File: src/rtl/agree_predictor_v3.sv
// Agree branch predictor: set-associative BTB with per-entry bias, gshare-indexed
// agree-counter PHT, speculative GHR with commit-time repair, reset-sweep table init.
`timescale 1ns/1ps
module agree_predictor_v3 #(
  parameter int SET_BITS      = 4,
  parameter int WAYS          = 2,
  parameter int HISTORY_WIDTH = 8,
  parameter int CTR_WIDTH     = 2,
  localparam int WAY_W        = (WAYS > 1) ? $clog2(WAYS) : 1
) (
  input  logic                     clk_i,
  input  logic                     rst_i,
  input  logic [31:0]              IF_pc_i,
  input  logic                     IF_stall_i,
  output logic                     IF_hit_o,
  output logic [WAY_W-1:0]         IF_way_o,
  output logic                     IF_prediction_o,
  output logic                     IF_bias_o,
  output logic [31:0]              IF_target_o,
  output logic [HISTORY_WIDTH-1:0] IF_ghr_o,
  output logic [1:0]               IF_PCnext_sel_o,
  output logic                     IF_flush_o,
  output logic                     init_done_o,
  input  logic                     EXMEM_valid_i,
  input  logic [31:0]              EXMEM_pc_i,
  input  logic [31:0]              EXMEM_target_i,
  input  logic                     EXMEM_is_br_i,
  input  logic                     EXMEM_is_jalr_i,
  input  logic                     EXMEM_taken_i,
  input  logic                     EXMEM_prediction_i,
  input  logic                     EXMEM_hit_i,
  input  logic [WAY_W-1:0]         EXMEM_way_i,
  input  logic                     EXMEM_bias_i,
  input  logic [HISTORY_WIDTH-1:0] EXMEM_ghr_i
);

  localparam int SETS       = 1 << SET_BITS;
  localparam int PHT_N      = 1 << HISTORY_WIDTH;
  localparam int SWEEP_BITS = (SET_BITS > HISTORY_WIDTH) ? SET_BITS : HISTORY_WIDTH;
  localparam int TAG_W      = 30 - SET_BITS;
  localparam logic [CTR_WIDTH-1:0] CTR_INIT = CTR_WIDTH'(1 << (CTR_WIDTH - 1));
  localparam logic [CTR_WIDTH-1:0] CTR_MAX  = {CTR_WIDTH{1'b1}};
  localparam logic [CTR_WIDTH-1:0] CTR_ZERO = {CTR_WIDTH{1'b0}};
  localparam logic [1:0] SEL_PC4    = 2'b00;
  localparam logic [1:0] SEL_EX_PC4 = 2'b01;
  localparam logic [1:0] SEL_TGT    = 2'b10;
  localparam logic [1:0] SEL_EX_TGT = 2'b11;

  typedef enum logic [0:0] {ST_INIT = 1'b0, ST_READY = 1'b1} state_t;

  state_t                   state_r, state_nx_s;
  logic [SWEEP_BITS-1:0]    sweep_r;
  logic [HISTORY_WIDTH-1:0] ghr_r;

  logic                     valid_r  [SETS][WAYS];
  logic [TAG_W-1:0]         tag_r    [SETS][WAYS];
  logic [31:0]              target_r [SETS][WAYS];
  logic                     bias_r   [SETS][WAYS];
  logic [WAY_W-1:0]         rr_r     [SETS];
  logic [CTR_WIDTH-1:0]     pht_r    [PHT_N];

  logic                     ready_s, sweep_we_s, sweep_last_s, sweep_set_ok_s, sweep_pht_ok_s;
  logic [SET_BITS-1:0]      sweep_set_s, if_set_s, ex_set_s;
  logic [HISTORY_WIDTH-1:0] sweep_pht_s, if_pht_idx_s, ex_pht_idx_s;
  logic [TAG_W-1:0]         if_tag_s, ex_tag_s;
  logic                     hit_s, hit_bias_s, pred_s;
  logic [WAY_W-1:0]         way_s, alloc_way_s, rr_nx_s;
  logic [31:0]              hit_target_s;
  logic                     commit_s, mispredict_s, jalr_taken_s, alloc_s, retarget_s, pht_upd_s;
  logic [CTR_WIDTH-1:0]     ctr_cur_s, ctr_nx_s;
  logic [1:0]               sel_s;
  logic                     flush_s;
  logic                     unused_s;

  assign unused_s = ^{IF_pc_i[1:0], EXMEM_pc_i[1:0]};

  assign sweep_last_s   = &sweep_r;
  assign sweep_we_s     = !rst_i && (state_r == ST_INIT);
  assign sweep_set_s    = sweep_r[SET_BITS-1:0];
  assign sweep_pht_s    = sweep_r[HISTORY_WIDTH-1:0];
  assign sweep_set_ok_s = int'(sweep_r) < SETS;
  assign sweep_pht_ok_s = int'(sweep_r) < PHT_N;

  assign if_set_s     = IF_pc_i[SET_BITS+1:2];
  assign if_tag_s     = IF_pc_i[31:SET_BITS+2];
  assign if_pht_idx_s = IF_pc_i[HISTORY_WIDTH+1:2] ^ ghr_r;
  assign ex_set_s     = EXMEM_pc_i[SET_BITS+1:2];
  assign ex_tag_s     = EXMEM_pc_i[31:SET_BITS+2];
  assign ex_pht_idx_s = EXMEM_pc_i[HISTORY_WIDTH+1:2] ^ EXMEM_ghr_i;

  // FSM state register
  always_ff @(posedge clk_i) begin
    if (rst_i) state_r <= ST_INIT;
    else       state_r <= state_nx_s;
  end

  // FSM next state: leave INIT after the last sweep index
  always_comb begin
    state_nx_s = state_r;
    case (state_r)
      ST_INIT:  if (sweep_last_s) state_nx_s = ST_READY; else state_nx_s = ST_INIT;
      ST_READY: state_nx_s = ST_READY;
      default:  state_nx_s = ST_INIT;
    endcase
  end

  // FSM outputs
  always_comb begin
    ready_s = 1'b0;
    case (state_r)
      ST_INIT:  ready_s = 1'b0;
      ST_READY: ready_s = 1'b1;
      default:  ready_s = 1'b0;
    endcase
  end

  assign init_done_o = ready_s;

  // Sweep index, advancing one entry per INIT cycle
  always_ff @(posedge clk_i) begin
    if (rst_i)                     sweep_r <= {SWEEP_BITS{1'b0}};
    else if (state_r == ST_INIT)   sweep_r <= sweep_r + SWEEP_BITS'(1);
    else                           sweep_r <= sweep_r;
  end

  // BTB lookup; scanning downward lets the lowest matching way win
  always_comb begin
    hit_s = 1'b0;
    way_s = {WAY_W{1'b0}};
    for (int w = WAYS - 1; w >= 0; w--) begin
      if (valid_r[if_set_s][w] && (tag_r[if_set_s][w] == if_tag_s)) begin
        hit_s = 1'b1;
        way_s = WAY_W'(w);
      end else begin
        hit_s = hit_s;
        way_s = way_s;
      end
    end
  end

  assign hit_bias_s   = bias_r[if_set_s][way_s];
  assign hit_target_s = target_r[if_set_s][way_s];
  assign pred_s       = hit_s & ~(pht_r[if_pht_idx_s][CTR_WIDTH-1] ^ hit_bias_s);

  // Fetch-side outputs, forced quiet until the tables are initialised
  always_comb begin
    IF_hit_o        = 1'b0;
    IF_way_o        = {WAY_W{1'b0}};
    IF_prediction_o = 1'b0;
    IF_bias_o       = 1'b0;
    IF_target_o     = 32'h0000_0000;
    IF_ghr_o        = {HISTORY_WIDTH{1'b0}};
    if (ready_s && hit_s) begin
      IF_hit_o        = 1'b1;
      IF_way_o        = way_s;
      IF_prediction_o = pred_s;
      IF_bias_o       = hit_bias_s;
      IF_target_o     = hit_target_s;
      IF_ghr_o        = ghr_r;
    end else if (ready_s) begin
      IF_ghr_o        = ghr_r;
    end else begin
      IF_ghr_o        = {HISTORY_WIDTH{1'b0}};
    end
  end

  assign commit_s     = !rst_i && ready_s && EXMEM_valid_i;
  assign mispredict_s = commit_s && EXMEM_is_br_i && (EXMEM_prediction_i != EXMEM_taken_i);
  assign jalr_taken_s = commit_s && EXMEM_is_jalr_i && EXMEM_taken_i;
  assign alloc_s      = commit_s && EXMEM_is_br_i && !EXMEM_hit_i;
  assign retarget_s   = commit_s && EXMEM_hit_i && EXMEM_taken_i;
  assign pht_upd_s    = commit_s && EXMEM_is_br_i;
  assign alloc_way_s  = rr_r[ex_set_s];
  assign rr_nx_s      = (alloc_way_s == WAY_W'(WAYS - 1)) ? {WAY_W{1'b0}} : alloc_way_s + WAY_W'(1);
  assign ctr_cur_s    = pht_r[ex_pht_idx_s];

  // Agree counter: count toward "agree" when the outcome matches the bias
  always_comb begin
    ctr_nx_s = ctr_cur_s;
    if (EXMEM_taken_i == EXMEM_bias_i) ctr_nx_s = (ctr_cur_s == CTR_MAX)  ? ctr_cur_s : ctr_cur_s + CTR_WIDTH'(1);
    else                               ctr_nx_s = (ctr_cur_s == CTR_ZERO) ? ctr_cur_s : ctr_cur_s - CTR_WIDTH'(1);
  end

  // Next-PC select and flush
  always_comb begin
    sel_s   = SEL_PC4;
    flush_s = 1'b0;
    if (!ready_s) begin
      sel_s = SEL_PC4;   flush_s = 1'b0;
    end else if (mispredict_s && EXMEM_prediction_i) begin
      sel_s = SEL_EX_PC4; flush_s = 1'b1;
    end else if (mispredict_s || jalr_taken_s) begin
      sel_s = SEL_EX_TGT; flush_s = 1'b1;
    end else begin
      sel_s = pred_s ? SEL_TGT : SEL_PC4; flush_s = 1'b0;
    end
  end

  assign IF_PCnext_sel_o = sel_s;
  assign IF_flush_o      = flush_s;

  // GHR: commit repair outranks the speculative shift
  always_ff @(posedge clk_i) begin
    if (rst_i || state_r == ST_INIT) ghr_r <= {HISTORY_WIDTH{1'b0}};
    else if (mispredict_s)           ghr_r <= {EXMEM_ghr_i[HISTORY_WIDTH-2:0], EXMEM_taken_i};
    else if (jalr_taken_s)           ghr_r <= EXMEM_ghr_i;
    else if (hit_s && !IF_stall_i)   ghr_r <= {ghr_r[HISTORY_WIDTH-2:0], pred_s};
    else                             ghr_r <= ghr_r;
  end

  // BTB storage: sweep clear, allocate, or retarget
  always_ff @(posedge clk_i) begin
    if (sweep_we_s && sweep_set_ok_s) begin
      for (int w = 0; w < WAYS; w++) valid_r[sweep_set_s][w] <= 1'b0;
      rr_r[sweep_set_s] <= {WAY_W{1'b0}};
    end else if (alloc_s) begin
      valid_r[ex_set_s][alloc_way_s]  <= 1'b1;
      tag_r[ex_set_s][alloc_way_s]    <= ex_tag_s;
      target_r[ex_set_s][alloc_way_s] <= EXMEM_target_i;
      bias_r[ex_set_s][alloc_way_s]   <= EXMEM_taken_i;
      rr_r[ex_set_s]                  <= rr_nx_s;
    end else if (retarget_s) begin
      target_r[ex_set_s][EXMEM_way_i] <= EXMEM_target_i;
    end
  end

  // PHT storage: sweep to weak agree, then saturating commit updates
  always_ff @(posedge clk_i) begin
    if (sweep_we_s && sweep_pht_ok_s) pht_r[sweep_pht_s]  <= CTR_INIT;
    else if (pht_upd_s)               pht_r[ex_pht_idx_s] <= ctr_nx_s;
  end

endmodule

File: config.mk
export PLATFORM = sky130hd
export DESIGN_NAME = agree_predictor_v3
export DESIGN_NICKNAME = d
export VERILOG_FILES = /design/src/rtl/agree_predictor_v3.sv
export SDC_FILE = /design/constraint.sdc
export NUM_CORES = 2
export LEC_CHECK = 0
export CAP_MARGIN = 20
export CORE_ASPECT_RATIO = 0.6
export CORE_UTILIZATION = 55
export CTS_BUF_LIST = sky130_fd_sc_hd__clkbuf_2
export DETAILED_ROUTE_END_ITERATION = 6
export GPL_ROUTABILITY_DRIVEN = 0
export PLACE_DENSITY_LB_ADDON = 0.1
export SLEW_MARGIN = 20
export SYNTH_ARGS = -nofsm -noshare
export SYNTH_HDL_FRONTEND = slang
export SYNTH_SLANG_ARGS = --single-unit
File: constraint.sdc
create_clock -name clk_i -period 15.55 [get_ports clk_i]
set_input_delay 3.8875 -clock clk_i [delete_from_list [all_inputs] [get_ports clk_i]]
set_output_delay 3.8875 -clock clk_i [all_outputs]
set_load 0.02 [all_outputs]
==> flow_metrics.tcl <==
set metrics [dict create \
    worst_setup_path_start_kind "primary input" \
    syn_area_mm2 0.09942 \
    netSwitchingFraction 0.2416 \
    synth.area.top_cells "edfxtp_1 (74%), mux4_2 (18%), nor2_1 (1.5%)" \
    p_leak_uw 0.03587 \
    cts_tree "built" \
    die_w_um 550.9 \
    timing.final.crit_share 0.8866 \
    synth_fp_nets 4746 \
    route.detailed.drc 0 \
    root_buffer "clkbuf_2" \
    p_switching_uw 2956 \
    p_per_area_mw_per_mm2 111.4 \
    slew_headroom 0.2073 \
    nNetsFinal 5358 \
    clock_latency_ps 1640 \
    vdd_drop_max_mv 0.08192 \
    vias 51670 \
    fin_setup_tns_ps 0 \
    rrSetupSlack_ps 10700 \
    power_frac_comb 0.060 \
    hp-start "ghr_r[7]" \
    die_area_mm2 0.1825 \
    arrival_ps 9900 \
    rsz0062_at_grt "false" \
    first_global_vias 51430 \
    cts_hold_buf 0 \
    yosysSeqAreaShare 0.7429 \
    outcome "finished clean" \
    hold_path_class "flop to flop" \
    routedWlPerCell_um 32.30 \
    endpoint_kind "output port" \
    yosysTopAreaCell "edfxtp_1" \
    hold_viol 0 \
    synth_edf_count 2448 \
    critPathKind "primary input to output port" \
    rr_startpoint "state_r" \
    synth_top_area_frac 0.7394 \
    yosys_warnings 0 \
    synthCells 4630 \
    h-tree-depth 6 \
    fin_area_mm2 0.1098 \
    synth_ff_type "edfxtp_1" \
    fmax_mhz 72.53 \
    die_h_um 331.3 \
    via_per_inst 6.444 \
    holdPathEnd "ghr_r[7]" \
    cts_sinks 2465 \
    drt_iter0_markers 6489 \
    path_max_fanout 83 \
    p_clk_frac 0.346 \
    path_clk_slew_ps 100 \
    dpl.hpwl_mm 136.6 \
    drv_cap 0 \
    ys_async_sr_fraction 0 \
    cts_buffers 565 \
    worst_ep_required_time_ps 11660 \
    fp-row-count 120 \
    dr.pass1.iters 6 \
    grt_max_degree 120 \
    p_seq_frac 0.594 \
    p_int_uw 9279 \
    drtAntennaViolNets 0 \
    min_period_ps 13790 \
    cts_buffer_depth 4 \
    grt_pass1_wl_mm 369.0 \
    syn_to_final_growth_pct 10.43 \
    setup_slack_ps 1763 \
    antenna_found_initial 18 \
    synth_seq_cells 2465 \
    core_mm2 0.1790 \
    pre_cts_slack_ps 1825 \
    worstMarginPinSlew_ps 1181 \
    routed_wl_mm 259.0 \
    grt_overflow 0 \
    postPlaceCellArea_mm2 0.1046 \
    portBuffers 158 \
    finalMaxSlewViolations 0 \
    synth_cell_type_count 68 \
    setup_viol 0 \
    timing.rr.end "target_r[4][41]" \
    r2r_cells 10 \
    total_power_uw 12240 \
    whs_path_depth 2 \
    drive_gt1_frac 0.3429 \
    grt.total_usage 0.2867 \
    avgSynthCellArea_um2 21.47 \
    cts.repair.resized 0 \
    pin_count 163 \
    postCtsSetupBuffers 0 \
    start_util 0.5555 \
    skew_ps 158.2 \
]
cells in the mapped netlist (11+ instances only):
library cell and count:
edfxtp_1 2448, mux4_2 777, nor2_1 409, mux2i_1 151, clkbuf_1 148, nand2_1 106, xnor2_1 67, nor3_1 65
buf_2 61, a21oi_1 38, buf_4 32, xor2_1 24, nand3_1 23, o21ai_0 22, buf_1 21, a22oi_1 20
and2_1 18, a211oi_1 17, dfxtp_1 17, buf_6 13, nand4_1 13, inv_1 12, a31oi_1 11, o211ai_1 11
flip-flops by register name, summed over array words and instances, names as in the netlist:
register,cells
target_r,1024
tag_r,832
pht_r,512
bias_r,32
valid_r,32
rr_r,16
ghr_r,8
sweep_pht_s,8
state_r,1
per-layer routing:
metal	share of wire	track usage	vias to the layer above
met5	0.00018	0	-
met4	0.017	0.06891	6
met3	0.10	0.06317	367
met2	0.45	0.4138	2974
met1	0.43	0.4507	27440
li1	-	-	20880
metrics by stage:
| stage | hold slack (ps) | util | instances |
|---|---|---|---|
| global placement | 539.8 | 0.5841 | 7051 |
| CTS | 570.6 | 0.6131 | 8003 |
| finish | 582.2 | 0.6134 | 8018 |
| global route | 610.3 | 0.6133 | 8010 |
| detailed placement | 553.1 | 0.5843 | 7052 |
| floorplan | 485.7 | - | 4630 |
worst max path at each step:
| stage | from | endpoint | slack [ps] | cells past startpoint |
|---|---|---|---|---|
| finish | IF_pc_i[3] | IF_bias_o | 1760 | 12 |
| floorplan | EXMEM_ghr_i[0] | pht_r[0][1] | 320 | 13 |
| global route | IF_pc_i[3] | IF_target_o[31] | 1590 | 12 |
| CTS | IF_pc_i[3] | IF_target_o[31] | 1800 | 12 |
| detailed placement | IF_pc_i[3] | IF_target_o[31] | 1820 | 12 |
| global placement | IF_pc_i[3] | IF_target_o[31] | 1830 | 12 |
cells in the final DEF, fill, tap and decap left out, types with 22 or more instances in the layout:
cell and count:
edfxtp_1 2448, mux4_2 777, nor3_1 65, clkinv_1 80, o21ai_0 22, mux2i_1 151
xnor2_1 64, buf_4 156, clkdlybuf4s50_1 147, nand3_1 23, nor2_1 339, nand2_1 104
nor2_4 65, clkbuf_2 812, a21oi_1 34
logic make-up (layout without fill, tap and decap cells):
family | after synthesis | in the layout | share of synthesized area
xor+xnor | 94 | 94 | 0.008621
simple gates | 684 | 684 | 0.02948
compound gates | 154 | 154 | 0.01055
fa+ha+maj | 2 | 2 | 0.0002265
other cells | 0 | 13 | 0
mux | 940 | 940 | 0.1941
buf+inv | 291 | 1287 | 0.01422
flops | 2465 | 2465 | 0.7429
critical path, cell delays in order:
cell             delay [ps]
buf_8                   610
buf_4                   550
mux4_2                  390
mux4_2                  480
xnor2_1                 470
nand4_1                 140
or4_1                   590
nor4_2                  700
nand2b_2                280
nand2_2                 600
nor2_1                  400
clkdlybuf4s50_1         660
layout make-up:
class	instances	area, um^2
inverters	14	60.06
clock inverters	140	1097
flip-flops and latches	2465	73850
diodes	13	32.53
well taps	2379	2977
repair buffers	322	2904
fillers	12790	69190
clock buffers	811	4059
multi-input cells	1874	24800
power groups by stage:
stage          logic [uW]  registers (uW)  clock network [uW]
2_1_floorplan         452            7420                   0
3_3_place_gp          722            7430                   0
3_5_place_dp          733            7430                   0
4_1_cts               734            7270                4330
5_1_grt               773            7280                4650
6_report              732            7270                4230
Note: power is estimated with default switching activity, not from simulation.
